===== src/rtl/ssd_scan_controller.sv =====
// Time-multiplexed scan controller for common-anode seven-segment digits, LSD first.
// Optional feature macro: LEADING_ZERO_BLANK_EN (blank leading-zero digits above digit 0).
module ssd_scan_controller #(
    parameter int NUM_DIGITS   = 4,
    parameter int DIV_COUNT    = 50000,
    parameter int GUARD_CYCLES = 2,
    parameter int CNT_W        = 16
) (
    input  logic                    clk,
    input  logic                    rst_n,
    input  logic [4*NUM_DIGITS-1:0] data_in,
    input  logic                    data_valid,
    output logic                    data_ready,
    input  logic                    display_en,
    output logic [3:0]              digit_nibble,
    output logic                    digit_blank,
    output logic [NUM_DIGITS-1:0]   anode_n,
    output logic                    frame_done
);

    localparam int IDX_W = (NUM_DIGITS > 1) ? $clog2(NUM_DIGITS) : 1;
    localparam int DW    = 4 * NUM_DIGITS;
    localparam logic [CNT_W-1:0] DRIVE_LAST = CNT_W'(DIV_COUNT - 1);
    localparam logic [CNT_W-1:0] GUARD_LAST = CNT_W'(GUARD_CYCLES - 1);
    localparam logic [IDX_W-1:0] IDX_LAST   = IDX_W'(NUM_DIGITS - 1);

    typedef enum logic [1:0] {
        ST_IDLE,
        ST_GUARD,
        ST_DRIVE
    } state_t;

    state_t                  state_q, state_d;
    logic [IDX_W-1:0]        idx_q, idx_d;
    logic [CNT_W-1:0]        cnt_q, cnt_d;
    logic [DW-1:0]           shadow_q, shadow_d;
    logic [DW-1:0]           pend_q, pend_d;
    logic                    ready_q, ready_d;
    logic [NUM_DIGITS-1:0]   anode_q, anode_d;
    logic                    blank_q, blank_d;
    logic [3:0]              nibble_q, nibble_d;
    logic                    frame_done_q, frame_done_d;
    logic                    lz;

    // Scan sequencing: IDLE -> GUARD -> DRIVE -> GUARD ... one digit per GUARD/DRIVE pair.
    always_comb begin
        // NOTE: every comb output gets a default first so no path can infer a latch.
        state_d = state_q;
        idx_d   = idx_q;
        cnt_d   = cnt_q + CNT_W'(1);
        if (!display_en) begin
            state_d = ST_IDLE;
            idx_d   = '0;
            cnt_d   = '0;
        end else begin
            unique case (state_q)
                ST_IDLE: begin
                    state_d = ST_GUARD;
                    cnt_d   = '0;
                end
                ST_GUARD: begin
                    if (cnt_q == GUARD_LAST) begin
                        state_d = ST_DRIVE;
                        cnt_d   = '0;
                    end
                end
                ST_DRIVE: begin
                    if (cnt_q == DRIVE_LAST) begin
                        state_d = ST_GUARD;
                        cnt_d   = '0;
                        idx_d   = (idx_q == IDX_LAST) ? '0 : idx_q + IDX_W'(1);
                    end
                end
                default: begin
                    state_d = ST_IDLE;
                    idx_d   = '0;
                    cnt_d   = '0;
                end
            endcase
        end
    end

    // Two-stage buffer; ready_q doubles as the "pending empty" flag.
    always_comb begin
        pend_d   = pend_q;
        ready_d  = ready_q;
        shadow_d = shadow_q;
        if (data_valid && ready_q) begin
            pend_d  = data_in;
            ready_d = 1'b0;
        end
        if (!ready_q && (frame_done_q || state_q == ST_IDLE)) begin
            shadow_d = pend_q;
            ready_d  = 1'b1;
        end
    end

    // NOTE: outputs are decoded from next-state values so the registered outputs line up with state_q.
    always_comb begin
        lz = 1'b0;
`ifdef LEADING_ZERO_BLANK_EN
        lz = (idx_d != '0);
        for (int k = 0; k < NUM_DIGITS; k++) begin
            if (k >= int'(idx_d) && shadow_d[4*k +: 4] != 4'h0) lz = 1'b0;
        end
`endif
        anode_d      = '1;
        blank_d      = 1'b1;
        nibble_d     = shadow_d[4*int'(idx_d) +: 4];
        frame_done_d = 1'b0;
        if (state_d == ST_DRIVE) begin
            if (!lz) begin
                anode_d = ~(NUM_DIGITS'(1) << idx_d);
                blank_d = 1'b0;
            end
            frame_done_d = (idx_d == IDX_LAST) && (cnt_d == DRIVE_LAST);
        end
    end

    always_ff @(posedge clk or negedge rst_n) begin
        if (!rst_n) begin
            state_q      <= ST_IDLE;
            idx_q        <= '0;
            cnt_q        <= '0;
            shadow_q     <= '0;
            pend_q       <= '0;
            ready_q      <= 1'b1;
            anode_q      <= '1;
            blank_q      <= 1'b1;
            nibble_q     <= '0;
            frame_done_q <= 1'b0;
        end else begin
            state_q      <= state_d;
            idx_q        <= idx_d;
            cnt_q        <= cnt_d;
            shadow_q     <= shadow_d;
            pend_q       <= pend_d;
            ready_q      <= ready_d;
            anode_q      <= anode_d;
            blank_q      <= blank_d;
            nibble_q     <= nibble_d;
            frame_done_q <= frame_done_d;
        end
    end

    assign data_ready   = ready_q;
    assign anode_n      = anode_q;
    assign digit_blank  = blank_q;
    assign digit_nibble = nibble_q;
    assign frame_done   = frame_done_q;

endmodule


===== config.mk =====
export PLATFORM = sky130hd
export DESIGN_NAME = ssd_scan_controller
export DESIGN_NICKNAME = d
export VERILOG_FILES = /design/src/rtl/ssd_scan_controller.sv
export SDC_FILE = /design/constraint.sdc
export NUM_CORES = 1
export LEC_CHECK = 0
export ABC_CLOCK_PERIOD_IN_PS = 4900
export CAP_MARGIN = 10
export CORE_ASPECT_RATIO = 0.75
export CORE_UTILIZATION = 60
export CTS_CLUSTER_DIAMETER = 30
export DETAILED_ROUTE_END_ITERATION = 8
export PLACE_DENSITY = 0.86
export RECOVER_POWER = 25
export SYNTH_ARGS = -nofsm -noshare
export SYNTH_HDL_FRONTEND = slang
export SYNTH_SLANG_ARGS = --single-unit

===== constraint.sdc =====
create_clock -name clk -period 4.9 [get_ports clk]
set_input_delay 0.735 -clock clk [delete_from_list [all_inputs] [get_ports clk]]
set_output_delay 0.735 -clock clk [all_outputs]
set_load 0.01 [all_outputs]

Word level (Yosys, flattened, before mapping):

Cells that the tools add are included.

* register bits: 63
* word-level logic and storage cells: 49
* output and inout port bits: 11
* bits of input ports: 20

* reduce and logical (&&, ||, !) cells: 8
* muxes and demuxes: 18
* add/subtract/negate cells: 2
* bitwise gates (word level): 1
* equality and inequality tests: 8
* shift-type cells: 2

Operator list (number)
* two-way mux 16 bit: 4
* == test 16 bit (second input constant): 2
* one-hot mux 16 bit (2 select lines): 1
* adder 16 x 1 -> 16 bit (second input constant): 1
* == test 16 x 1 -> 1 bit (second input constant): 1
* variable part select 16 x 5 -> 4 bit: 1
* two-way mux 2 bit: 6
* == test 2 bit (second input constant): 4
* one-hot mux 2 bit (3 select lines): 1
* two-way mux 1 bit: 4
* two-way mux 4 bit: 1
* NOT 4 bit: 1
* one-hot mux 2 bit (2 select lines): 1
* left shift 1 x 2 -> 4 bit (first input constant): 1
* logical AND 1 bit: 3
* adder 2 x 1 -> 2 bit (second input constant): 1
* == test 2 x 1 -> 1 bit (second input constant): 1
* logical NOT 2 bit: 1
* nonzero test 2 bit: 1
* OR reduction 2 bit: 1
* logical NOT 1 bit: 1
* logical OR 1 bit: 1

Depth between registers and ports, before layout:

Gate-level depths: netlist of the first run.

* depth in word-level cells: 8
* depth in mapped cells: 10
* gate-level depth less buffers: 9

Least setup slack after synthesis of the first run:

No wires, ideal clock.

* path type: flip-flop to flip-flop
* start: register cnt_q[5]
* end: register nibble_q[0], in the netlist digit_nibble[0]
* buffers on the path: 2
* clock period less this slack: 2.248 ns
* data required time: 4.799 ns
* setup time: 0.101 ns
* data arrival time: 2.147 ns
* slack: 2.652 ns
* stages on the path, launching flop included: 10
* cell sequence: dfrtp_1 buf_6 or4_4 nor4_4 a311oi_1 or2_4 inv_2 buf_6 nor2_1 o32ai_1

* word-level cells in the longest chain between the ends: 5

RTL lines
* from (decl): RTL line 35 `logic [CNT_W-1:0] cnt_q, cnt_d;`
* from (signal assigned): RTL line 135 `cnt_q <= cnt_d;`
* == test 16 bit: RTL line 68 `if (cnt_q == DRIVE_LAST) begin`
* two-way mux 2 bit: RTL line 68
* one-hot mux 2 bit (2 select lines): RTL line 56 `unique case (state_q)`
* two-way mux 2 bit: RTL line 51 `if (!display_en) begin`
* net idx_d[1]: RTL line 34 `logic [IDX_W-1:0] idx_q, idx_d;`
* variable part select 16 x 5 -> 4 bit: RTL line 109 `nibble_d = shadow_d[4*int'(idx_d) +: 4];`
* net nibble_d[0]: RTL line 41 `logic [3:0] nibble_q, nibble_d;`
* to (signal assigned): RTL line 141 `nibble_q <= nibble_d;`
* to (decl): RTL line 41

The timed path passes the listed nets, and every way through them passes these cells.
A chain may end at the register's enable or synchronous reset.

Worst setup path after layout of the first run:

* start: register cnt_q[7]
* end: register frame_done_q, in the netlist frame_done

* word-level cells in the longest chain between the ends: 7
* elaborated cells on any way between the ends: 19
* those cells by class: 1 x add/sub; 5 x eq/ne; 12 x mux; 1 x reduce/logical

RTL lines
* adder 16 x 1 -> 16 bit (tied with other cells): RTL line 50 `cnt_d = cnt_q + CNT_W'(1);`
* two-way mux 16 bit (on tied branches): RTL line 68, 62
* one-hot mux 16 bit (2 select lines) *: RTL line 56
* two-way mux 16 bit *: RTL line 51
* net cnt_d[14]: RTL line 35
* == test 16 bit *: RTL line 116 `frame_done_d = (idx_d == IDX_LAST) && (cnt_d == DRIVE_LAST);`
* logical AND 1 bit *: RTL line 116
* two-way mux 1 bit *: RTL line 111 `if (state_d == ST_DRIVE) begin`
* net frame_done_d: RTL line 42 `logic frame_done_q, frame_done_d;`
* to (signal assigned): RTL line 142 `frame_done_q <= frame_done_d;`
* to (decl): RTL line 42

The timed path passes the listed nets; every way through them passes the cells marked *.

==> key figures, run 1 <==
Timing
  – Final TNS setup: 0 ns
  – RSZ-0062 raised after global routing: no
  – Relative slew slack: 0.497
  – Final period util: 0.545
  – Min Tclk post-route: 2.67 ns
  – Final setup vio count: 0
  – PnR worst setup slack: 2.23 ns
  – Fmax: 374 MHz
  – Final hold vios: 0
  – Final setup skew: 0.00608 ns
  – Fin. max-slew vios: 0
  – Worst Tran Pin Value: 0.754 ns

Setup path
  – Critical Path End: frame_done
  – Max incr delay on CP: 0.59 ns
  – Worst Setup End Kind: flop
  – Crit. Startpoint: cnt_q[7]
  – Required @ worst endpoint: 5.13 ns
  – Critical Path AT: 2.90 ns
  – FF-to-FF path depth: 6
  – Reg2reg setup slack: 2.23 ns
  – Critical Path Fanout Max: 16
  – Worst Setup Path Type: reg -> reg
  – RR Endpoint: frame_done
  – R2r startpoint: cnt_q[7]
  – CP max-delay cell: or4_4
  – Startpoint types: flop
  – Worst path cell trace: or4_4 > nor4_4 > and2b_1 > o211ai_2 > nor2_1 > and4_1

Place
  – Placed cells: 325
  – Setup WS pre-CTS: 2.22 ns
  – Detailed Place HPWL: 3.74 mm
  – Port bufs: 30
  – Final Wtd Congestion: 0.885
  – Placed Area: 3240 um^2

Clocking
  – Post-CTS setup repair buffer count: 0
  – CTS Buf Count: 9
  – Clock Latency Late Sink: 0.34 ns
  – CTS H-tree depth: 3
  – Resize count post-CTS: 0
  – # hold bufs at CTS: 0
  – Clock sinks: 63
  – Clk root buf: clkbuf_8
  – Clk slew on worst S/H paths: 0.06 ns
  – Clk buf depth: 2
  – CTS tree: built

Detailed routing
  – Via count: 1953
  – Drt initial violations: 114
  – Post-route DRC violation count: 0
  – Post-DRT Antenna Nets: 0
  – First drt pass iteration count: 4
  – Routed wire per std cell: 15.8 um
  – Vias/cell: 5.73
  – Drt total wl: 5.38 mm

Pwr
  – NetSw: 359 uW
  – Max VDD drop: 0.279 mV
  – Pwr per Cell Area: 401 nW/um^2
  – Clk network pwr share: 0.282
  – Combinational power share: 0.213
  – Internal power: 1.01 mW
  – Net switching fraction of the power: 0.263
  – Lkg Pwr: 1.43 nW
  – Sequential Power Share: 0.505
  – Overall power: 1.37 mW

Cells and area
  – Share of cells above drive strength 1: 0.222
  – Layout net count: 306
  – Area grow syn2layout: 16.4%
  – Non-filler cells, final: 341
  – Final Cell Area: 3410 um^2
  – Most frequent cells in the layout: 57 x dfrtp_1, 32 x mux2_2, 32 x nor2_1
  – N_diodes: 0
  – Commonest non-fill, non-tap cell in the layout: dfrtp_1

Synthesis
  – Syn_area_per_cell: 11.9 um^2
  – Post-Synthesis Cells: 247
  – Post-synth top area share: 0.487
  – Asr flop ratio synth: 1.00
  – Top cells by area, synth: dfrtp_1 49%, mux2_2 12%, dfstp_2 5.4%
  – Post-Synthesis Cell Area: 2930 um^2
  – #FFs+latches synth: 63
  – Share of the yosys chip area belonging to registers: 0.541
  – Leading area contributor after synthesis: dfrtp_1
  – Syn_nets: 274
  – Syn. warnings: 0
  – Main synth FF type: dfrtp_1
  – Synth cell types: 46
  – EDFF count, synth: 0

GRT
  – Initial antenna violation count: 0
  – Overall Global Routing Usage: 0.249
  – Gr ovfl total: 0
  – Pin count of the biggest net entering global routing: 64
  – Met3 Use GR: 0.0920
  – Met1 GRT Util: 0.356
  – GRT Max-Usage Layer: met1
  – Global-route met2 utilization: 0.353
  – Vias in the first global route: 1957
  – First-pass GRT wire length: 9.27 mm

Die
  – Die area: 5170 um^2
  – IO Pins: 31
  – Die Ht: 62.5 um
  – Core footprint: 4570 um^2
  – Initial Util: 0.640
  – Die X-Extent: 82.7 um
  – # rows: 21

Run status
  – Status: finished clean

Hold path
  – Min-delay worst type: reg -> reg
  – Hold path cells: 1

Flow run
  – Maxcap violations: 0
## logic make-up (layout without fill, tap and decap cells)
family                     Yosys count  after routing  synth area share
AOI/OAI and AO/OA                   23             23            0.0615
adders and majority gates            7              7            0.0299
xor gates and xnor gates            16             16            0.0479
buffers and inverters               19             56            0.0342
DFF                                 63             63             0.541
and+or+nand+nor                     87             87             0.162
muxes                               32             32             0.123
## layout make-up
cell class	instances	area, um^2
Sequential cell	63	1580
Multi-Input combinational cell	165	1240
Fill cell	298	1160
Timing Repair Buffer	32	310
Clock buffer	12	145
Tap cell	57	71.3
Inverter	8	30.0
Clock inverter	4	22.5
## per-layer routing
layer	share of wire	routed length, um
met1	0.48	2580
met2	0.45	2430
met4	0.0093	50
met5	0	0
met3	0.059	319
## worst min path at each step
stage,from,end,slack [ns]
CTS,shadow_q[0],shadow_q[0],0.50
global placement,shadow_q[9],shadow_q[9],0.48
finish,shadow_q[8],shadow_q[8],0.50
floorplan,rst_n,cnt_q[0],0.44
detailed placement,shadow_q[0],shadow_q[0],0.49
global route,shadow_q[0],shadow_q[0],0.52
## power by group through the flow
stage | sequential, mW | combinational (mW) | clock, mW
floorplan | 0.692 | 0.183 | 0
global placement | 0.691 | 0.282 | 0
detailed placement | 0.697 | 0.292 | 0
CTS | 0.690 | 0.294 | 0.394
global route | 0.705 | 0.319 | 0.422
finish | 0.689 | 0.291 | 0.385
## per-stage QoR
| step | hold WS [ns] | util |
|---|---|---|
| 2_1_floorplan | 0.439 | - |
| 3_3_place_gp | 0.477 | 0.709 |
| 3_5_place_dp | 0.486 | 0.709 |
| 4_1_cts | 0.501 | 0.745 |
| 5_1_grt | 0.516 | 0.745 |
| 6_report | 0.499 | 0.745 |
## sequential cells by signal (all words and copies together) (netlist names)
register and count:
frame_done 1, shadow_q 16, pend_q 16, digit_blank 1
anode_n 4, data_ready 1, idx_q 2, cnt_q 16
digit_nibble 4, state_q 2
## synthesized netlist by cell type, types with 2 or more instances
master    number
nor4b_1        3
nand3b_1       2
nor2b_1        3
buf_6          3
xor2_1         8
dfstp_2        6
clkbuf_1       4
buf_2          2
or3_1          2
nand2_1       11
nand4_1        5
nor2_1        32
a41oi_1        3
mux2_2        32
nor3_1         2
o31a_1         2
xnor2_1        8
nand3_1        6
and3_1         4
o32ai_1        5
o21ai_0        5
dfrtp_1       57
and2_1         2
nor4_1         3
ha_1           7
inv_1          7
and4_1         4
## critical path: cells and delay by family (launching register included)
family | cells | cell delay [ns]
and+or+nand+nor | 5 | 1.49
DFF | 1 | 0.48
AOI/OAI and AO/OA | 1 | 0.58
(Power assumes the default switching activity.)
==> run 2, diff against run 1 <==
--- a/config.mk
+++ b/config.mk
@@ -5,13 +5,13 @@
 export SDC_FILE = /design/constraint.sdc
 export NUM_CORES = 1
 export LEC_CHECK = 0
-export ABC_CLOCK_PERIOD_IN_PS = 4900
+export ABC_CLOCK_PERIOD_IN_PS = 2300
 export CAP_MARGIN = 10
 export CORE_ASPECT_RATIO = 0.75
-export CORE_UTILIZATION = 60
+export CORE_UTILIZATION = 51
 export CTS_CLUSTER_DIAMETER = 30
 export DETAILED_ROUTE_END_ITERATION = 8
-export PLACE_DENSITY = 0.86
+export PLACE_DENSITY = 0.78
 export RECOVER_POWER = 25
 export SYNTH_ARGS = -nofsm -noshare
 export SYNTH_HDL_FRONTEND = slang
==> constraint.sdc (replaced) <==
create_clock -name clk -period 2.3 [get_ports clk]
set_input_delay 0.345 -clock clk [delete_from_list [all_inputs] [get_ports clk]]
set_output_delay 0.345 -clock clk [all_outputs]
set_load 0.01 [all_outputs]
==> run 2 against run 1 <==
  * The run now ends with negative setup slack left
  * Clock skew grew 0.00062 ns
  * Critical path depth grew 1
  * Global-route usage shrank 3.0 points
  * Sequential power grew 110%
  * Utilization shrank 6.3 points
  * Maximum frequency grew 14%
  * Routed wire length grew 13%
  * Die area grew 17%
  * Count of clock-buffer cells in the layout shrank 2
  * Design area grew 9.0%
  * Combinational power grew 140%
  * Critical endpoint is now digit_nibble[1]
  * Largest power group unchanged
==> key figures, run 2 (same netlist as run 1, synthesis figures left out) <==
Detailed routing
  – Vias/cell: 5.39 (was 5.73)
  – Drt initial violations: 99 (was 114)
  – Via count: 2042 (was 1953)
  – First drt pass iteration count: 4 (unchanged)
  – Routed wire per std cell: 16.0 um (was 15.8 um)
  – Top sig layer: met4 (unchanged)
  – Post-Route M1 WL: 2.87 mm (was 2.58 mm)
  – Post-route DRC violation count: 0 (unchanged)
  – DR WL met3: 220 um (was 319 um)
  – Drt total wl: 6.07 mm (was 5.38 mm)
  – Routed wl met2: 2.91 mm (was 2.43 mm)
  – Post-DRT Antenna Nets: 0 (unchanged)

GRT
  – Overall Global Routing Usage: 0.219 (was 0.249)
  – Pin count of the biggest net entering global routing: 40 (was 64)
  – Initial antenna violation count: 0 (unchanged)
  – Gr ovfl total: 0 (unchanged)
  – Vias in the first global route: 1996 (was 1957)
  – First-pass GRT wire length: 9.64 mm (was 9.27 mm)

Setup path
  – Critical Path AT: 2.58 ns (was 2.90 ns)
  – Required @ worst endpoint: 2.54 ns (was 5.13 ns)
  – Worst Setup End Kind: flop (unchanged)
  – Max incr delay on CP: 0.57 ns (was 0.59 ns)
  – Critical Path Fanout Max: 7 (was 16)
  – Worst path cell trace: or4_4 > o41a_1 > a311oi_1 > or2_4 > buf_8 > nor2_1 > o32ai_2 (was or4_4 > nor4_4 > and2b_1 > o211ai_2 > nor2_1 > and4_1)
  – Startpoint types: flop (unchanged)
  – CP max-delay cell: or4_4 (unchanged)
  – Worst Setup Path Type: reg -> reg (unchanged)

Die
  – IO Pins: 31 (unchanged)
  – Die Ht: 67.6 um (was 62.5 um)
  – Die X-Extent: 89.5 um (was 82.7 um)
  – Die area: 6050 um^2 (was 5170 um^2)
  – Initial Util: 0.538 (was 0.640)
  – # rows: 23 (was 21)
  – Core footprint: 5440 um^2 (was 4570 um^2)

Run status
  – Failing checks: negative setup slack
  – Status: finished, violations left (was finished clean)

Clocking
  – CTS H-tree depth: 3 (unchanged)
  – Clk buf depth: 2 (unchanged)
  – Clk slew on worst S/H paths: 0.07 ns (was 0.06 ns)
  – # hold bufs at CTS: 0 (unchanged)
  – CTS Buf Count: 9 (unchanged)
  – Clk root buf: clkbuf_8 (unchanged)
  – Clock sinks: 63 (unchanged)
  – CTS tree: built (unchanged)
  – Clock Latency Late Sink: 0.35 ns (was 0.34 ns)

Pwr
  – Pwr per Cell Area: 860 nW/um^2 (was 401 nW/um^2)
  – Lkg Pwr: 1.57 nW (was 1.43 nW)
  – Max VDD drop: 0.556 mV (was 0.279 mV)

Cells and area
  – Most frequent cells in the layout: 57 x dfrtp_1, 32 x mux2_2, 31 x nor2_1 (was 57 x dfrtp_1, 32 x mux2_2, 32 x nor2_1)
  – Layout net count: 326 (was 306)
  – N_diodes: 0 (unchanged)
  – Share of cells above drive strength 1: 0.303 (was 0.222)
  – Multi-input logic area: 1310 um^2 (was 1240 um^2)
  – FF+latch area: 1580 um^2 (unchanged)
  – Area grow syn2layout: 26.8% (was 16.4%)
  – Commonest non-fill, non-tap cell in the layout: dfrtp_1 (unchanged)
  – Non-filler cells, final: 379 (was 341)
  – Biggest regs: cnt_q: 16 flops, pend_q: 16 flops, shadow_q: 16 flops (unchanged)
  – FILL cells: 381 (was 298)

Timing
  – Min Tclk post-route: 2.34 ns (was 2.67 ns)
  – Relative slew slack: 0.147 (was 0.497)
  – PnR worst setup slack: -0.0392 ns (was 2.23 ns)
  – Final hold vios: 0 (unchanged)
  – Final TNS setup: -0.113 ns (was 0 ns)
  – Fin. max-slew vios: 0 (unchanged)
  – Final setup vio count: 4 (was 0)
  – RSZ-0062 raised after global routing: yes (was no)
  – Final period util: 1.02 (was 0.545)
  – Final setup skew: 0.00670 ns (was 0.00608 ns)
  – Worst Tran Pin Value: 1.28 ns (was 0.754 ns)
  – Fmax: 428 MHz (was 374 MHz)

Place
  – Port bufs: 30 (unchanged)
  – Final Wtd Congestion: 0.838 (was 0.885)
  – Placed cells: 359 (was 325)
  – Detailed Place HPWL: 4.26 mm (was 3.74 mm)

Hold path
  – Min-delay worst type: in -> async (was reg -> reg)

Flow run
  – Maxcap violations: 0 (unchanged)
## run 2: cell count changes in the layout (fill, tap and decap cells not counted), moves of 2 or more
cell	before	now
buf_4	2	17
o32ai_2	0	4
o21ai_0	5	3
bufinv_16	0	2
o21ai_1	0	2
buf_6	0	3
o32ai_1	5	1
## run 2: final timing paths
| path | startpoint | to | slack, ns | depth (start not counted) |
|---|---|---|---|---|
| worst max register to register | cnt_q[7] | digit_nibble[1] | -0.04 | 7 |
| worst min register to register | pend_q[0] | pend_q[0] | 0.50 | 1 |
| worst max-delay path | cnt_q[7] | digit_nibble[1] | -0.04 | 7 |
| max in group asynchronous | rst_n | pend_q[7] | 0.49 | 2 |
| min in group clk | pend_q[0] | pend_q[0] | 0.50 | 1 |
| worst min-delay path | rst_n | pend_q[13] | 0.26 | 1 |
## run 2: power breakdown
part           internal (mW)  switching [mW]  leakage (nW)
Combinational          0.383           0.305         0.691
Sequential              1.37          0.0996         0.777
Clock                  0.606           0.426         0.102
Total                   2.36           0.831          1.57
## run 2: timing repair
item	CTS	global route
buffers inserted	3	0
endpoints found under the setup margin	5	23
resized for setup	7	13
pin swaps	6	5
cloned	0	1
## run 2: critical path: cells and delay by family, from the launching register on
family | cells | cell delay [ns]
AO/OA/AOI/OAI | 3 | 0.86
buffers and inverters | 1 | 0.14
flip-flops | 1 | 0.38
AND/OR/NAND/NOR | 3 | 0.86
## run 2: through the flow
stage	instance area [um^2]	utilization	hold slack, ns	total power [mW]	setup slack [ns]
4_1_cts	3660	0.673	0.00180	3.20	0.0172
5_1_grt	3710	0.683	0.391	3.32	-0.114
3_5_place_dp	3390	0.624	0.370	2.14	-0.0380
3_3_place_gp	3390	0.624	0.360	2.10	0.0514
2_1_floorplan	2930	-	0.0494	1.86	0.0522
6_report	3710	0.683	0.261	3.19	-0.0392
## run 2: cell type report
cell class	instances	share of cell area
Inverter	8	0.00944
Multi-Input combinational cell	165	0.353
Sequential cell	63	0.427
Timing Repair Buffer	52	0.128
Clock buffer	10	0.0344
Clock inverter	6	0.0229
Tap cell	75	0.0253
## run 2: layer usage
| layer | vias to the layer above | global-route usage |
|---|---|---|
| li1 | 971 | - |
| met1 | 1028 | 0.301 |
| met2 | 36 | 0.343 |
| met3 | 7 | 0.0587 |
| met4 | 0 | 0.0655 |
| met5 | - | 0 |
==> run 3, diff against run 2 <==
--- a/config.mk
+++ b/config.mk
@@ -13,6 +13,7 @@
 export DETAILED_ROUTE_END_ITERATION = 8
 export PLACE_DENSITY = 0.78
 export RECOVER_POWER = 25
+export REMOVE_ABC_BUFFERS = 1
 export SYNTH_ARGS = -nofsm -noshare
 export SYNTH_HDL_FRONTEND = slang
 export SYNTH_SLANG_ARGS = --single-unit
==> run 3 against run 2 <==
  * The run still ends with negative setup slack left
  * Via count is 6.0% higher
  * Clock skew is 0.0015 ns higher
  * Sequential share of layout area is 2.1 points lower
  * Critical path type unchanged
  * Sequential power hardly changed
  * Routed wire length is 11% higher
  * Total power is 0.97% lower
  * Flip-flop and latch count stayed put
  * Critical endpoint is now frame_done
  * Combinational power is 4.5% higher
  * Maximum frequency is 6.1% lower
  * Largest cell class unchanged
==> key figures, run 3 (same netlist as run 1, synthesis figures left out) <==
Run status
  – Status: finished, violations left (unchanged)
  – Failing checks: negative setup slack (unchanged)

Timing
  – Final period util: 1.08 (was 1.02)
  – RSZ-0062 raised after global routing: yes (unchanged)
  – Fin. max-slew vios: 0 (unchanged)
  – WHS: 0.505 ns (was 0.261 ns)
  – Min Tclk post-route: 2.49 ns (was 2.34 ns)
  – Fmax: 401 MHz (was 428 MHz)
  – Final hold vios: 0 (unchanged)
  – Worst Tran Pin Value: 1.19 ns (was 1.28 ns)
  – PnR worst setup slack: -0.192 ns (was -0.0392 ns)
  – Final setup skew: 0.00817 ns (was 0.00670 ns)
  – Final setup vio count: 25 (was 4)
  – Relative slew slack: 0.205 (was 0.147)

Cells and area
  – Layout Utilization: 0.719 (was 0.683)
  – Area grow syn2layout: 33.5% (was 26.8%)
  – Commonest non-fill, non-tap cell in the layout: dfrtp_1 (unchanged)
  – Layout net count: 335 (was 326)
  – N_diodes: 0 (unchanged)
  – Non-filler cells, final: 388 (was 379)
  – FILL cells: 337 (was 381)
  – Biggest regs: cnt_q: 16 flops, pend_q: 16 flops, shadow_q: 16 flops (unchanged)
  – Share of cells above drive strength 1: 0.387 (was 0.303)
  – Most frequent cells in the layout: 55 x dfrtp_1, 32 x mux2_2, 29 x clkdlybuf4s50_1 (was 57 x dfrtp_1, 32 x mux2_2, 31 x nor2_1)

Setup path
  – Crit. Startpoint: cnt_q[13] (was cnt_q[7])
  – Worst Setup End Kind: flop (unchanged)
  – Critical Path AT: 2.77 ns (was 2.58 ns)
  – Critical Path End: frame_done (was digit_nibble[1])
  – Max incr delay on CP: 0.56 ns (was 0.57 ns)
  – Startpoint types: flop (unchanged)
  – Top cell family by delay on the critical path: simple AND/OR/NAND/NOR gates (was compound AO/OA/AOI/OAI gates)
  – RR Endpoint: frame_done (was digit_nibble[1])
  – R2r startpoint: cnt_q[13] (was cnt_q[7])
  – Levels on crit path: 8 (was 7)
  – FF-to-FF path depth: 8 (was 7)
  – Critical Path Fanout Max: 6 (was 7)
  – Worst Setup Path Type: reg -> reg (unchanged)
  – Required @ worst endpoint: 2.58 ns (was 2.54 ns)
  – Reg2reg setup slack: -0.19 ns (was -0.04 ns)
  – Worst path cell trace: or4_4 > buf_6 > nor4_4 > nand2_1 > a31o_4 > buf_12 > nor3_4 > and4_1 (was or4_4 > o41a_1 > a311oi_1 > or2_4 > buf_8 > nor2_1 > o32ai_2)
  – CP max-delay cell: or4_4 (unchanged)
  – WP buf/inv: 2 (was 1)

Clocking
  – Clk slew on worst S/H paths: 0.07 ns (about the same)
  – CTS H-tree depth: 3 (unchanged)
  – Clock sinks: 63 (unchanged)
  – CTS Buf Count: 9 (unchanged)
  – CTS tree: built (unchanged)
  – Clock Latency Late Sink: 0.34 ns (was 0.35 ns)
  – Clk buf depth: 2 (unchanged)
  – Clk root buf: clkbuf_8 (unchanged)

Flow run
  – Maxcap violations: 0 (unchanged)

GRT
  – Overall Global Routing Usage: 0.227 (was 0.219)
  – Initial antenna violation count: 0 (unchanged)
  – First-pass GRT wire length: 9.87 mm (was 9.64 mm)
  – Pin count of the biggest net entering global routing: 42 (was 40)
  – Vias in the first global route: 2036 (was 1996)
  – Gr ovfl total: 0 (unchanged)

Hold path
  – Min-delay worst type: reg -> reg (was in -> async)

Die
  – IO Pins: 31 (unchanged)
  – Core footprint: 5440 um^2 (unchanged)
  – # rows: 23 (unchanged)
  – Die X-Extent: 89.5 um (unchanged)
  – Die area: 6050 um^2 (unchanged)
  – Die Ht: 67.6 um (unchanged)
  – Initial Util: 0.538 (unchanged)

Detailed routing
  – Post-DRT Antenna Nets: 0 (unchanged)
  – First drt pass iteration count: 4 (unchanged)
  – Drt initial violations: 205 (was 99)
  – Routed wire per std cell: 17.3 um (was 16.0 um)
  – Post-route DRC violation count: 0 (unchanged)
  – Drt total wl: 6.73 mm (was 6.07 mm)
  – Via count: 2164 (was 2042)
  – Vias/cell: 5.58 (was 5.39)

Place
  – Detailed Place HPWL: 4.37 mm (was 4.26 mm)
  – Final Wtd Congestion: 0.895 (was 0.838)
  – Port bufs: 30 (unchanged)
  – Placed cells: 360 (was 359)

Pwr
  – Lkg Pwr: 1.64 nW (was 1.57 nW)
  – Pwr per Cell Area: 809 nW/um^2 (was 860 nW/um^2)
  – Clk network pwr share: 0.305 (was 0.323)
  – Sequential Power Share: 0.468 (was 0.461)
  – Net switching fraction of the power: 0.266 (was 0.260)
  – NetSw: 842 uW (was 831 uW)
  – Combinational power share: 0.227 (was 0.216)
  – Max VDD drop: 0.547 mV (was 0.556 mV)
  – Internal power: 2.32 mW (was 2.36 mW)
-- run 3: changes by cell type in the layout (fill, tap and decap cells not counted), sizes merged --
cell         delta
bufinv          -1
buf             +8
clkbuf          +2
clkinv          +1
clkinvlp        -2
dlygate4sd3     +1
-- run 3: stage by stage --
step                power, mW  instance area, um^2  setup TNS (ns)  worst slack [ns]
floorplan                1.86                 2860         -0.0461           -0.0426
global placement         2.10                 3400               0            0.0288
detailed placement       2.13                 3400          -0.237           -0.0584
CTS                      3.10                 3670               0            0.0106
global route             3.32                 3910           -8.52            -0.255
finish                   3.16                 3910           -3.20            -0.192
-- run 3: worst register-to-register path: stages, from the launching register on --
cell and delay, ns:
dfrtp_1 0.38, or4_4 0.56, buf_6 0.15, nor4_4 0.37, nand2_1 0.12, a31o_4 0.26
buf_12 0.14, nor3_4 0.22, and4_1 0.22
-- run 3: worst min-delay path by stage --
stage | startpoint | end | slack [ns] | depth (start not counted)
after floorplan | rst_n | cnt_q[0] | 0.05 | 0
after global placement | rst_n | pend_q[3] | 0.35 | 1
after detailed placement | rst_n | pend_q[3] | 0.35 | 1
after CTS | shadow_q[8] | shadow_q[8] | 0.50 | 1
after global routing | shadow_q[4] | shadow_q[4] | 0.52 | 1
final | pend_q[12] | pend_q[12] | 0.51 | 1
-- run 3: cell type report --
cell class	count	area (um^2)	share of cell area
flip-flops and latches	63	1590	0.406
clock inverters	4	45.0	0.0115
multi-input cells	165	1430	0.366
repair buffers	61	561	0.143
well taps	75	93.8	0.0240
inverters	8	37.5	0.00960
clock buffers	12	155	0.0397
-- run 3: power by group through the flow --
stage	clock (mW)	combinational (mW)	sequential (mW)
finish	0.964	0.719	1.48
global placement	0	0.623	1.48
detailed placement	0	0.642	1.49
global route	1.03	0.784	1.50
CTS	0.976	0.647	1.48
floorplan	0	0.387	1.47
-- run 3: repair_timing --
item | in CTS | in global routing
hold buffers | 1 | 0
gates cloned | 0 | 0
endpoints found under the setup margin | 6 | 24
resized for setup | 6 | 49
pin swaps | 7 | 18
buffers inserted | 4 | 7
hold endpoints to repair | 19 | 0
-- run 3: per-layer routing --
metal  track usage  vias up  part of all wire
met1         0.321     1076              0.47
met5             0        -                 0
met4        0.0615        0            0.0082
met2         0.337       74              0.48
li1              -     1004                 -
met3        0.0709       10             0.050
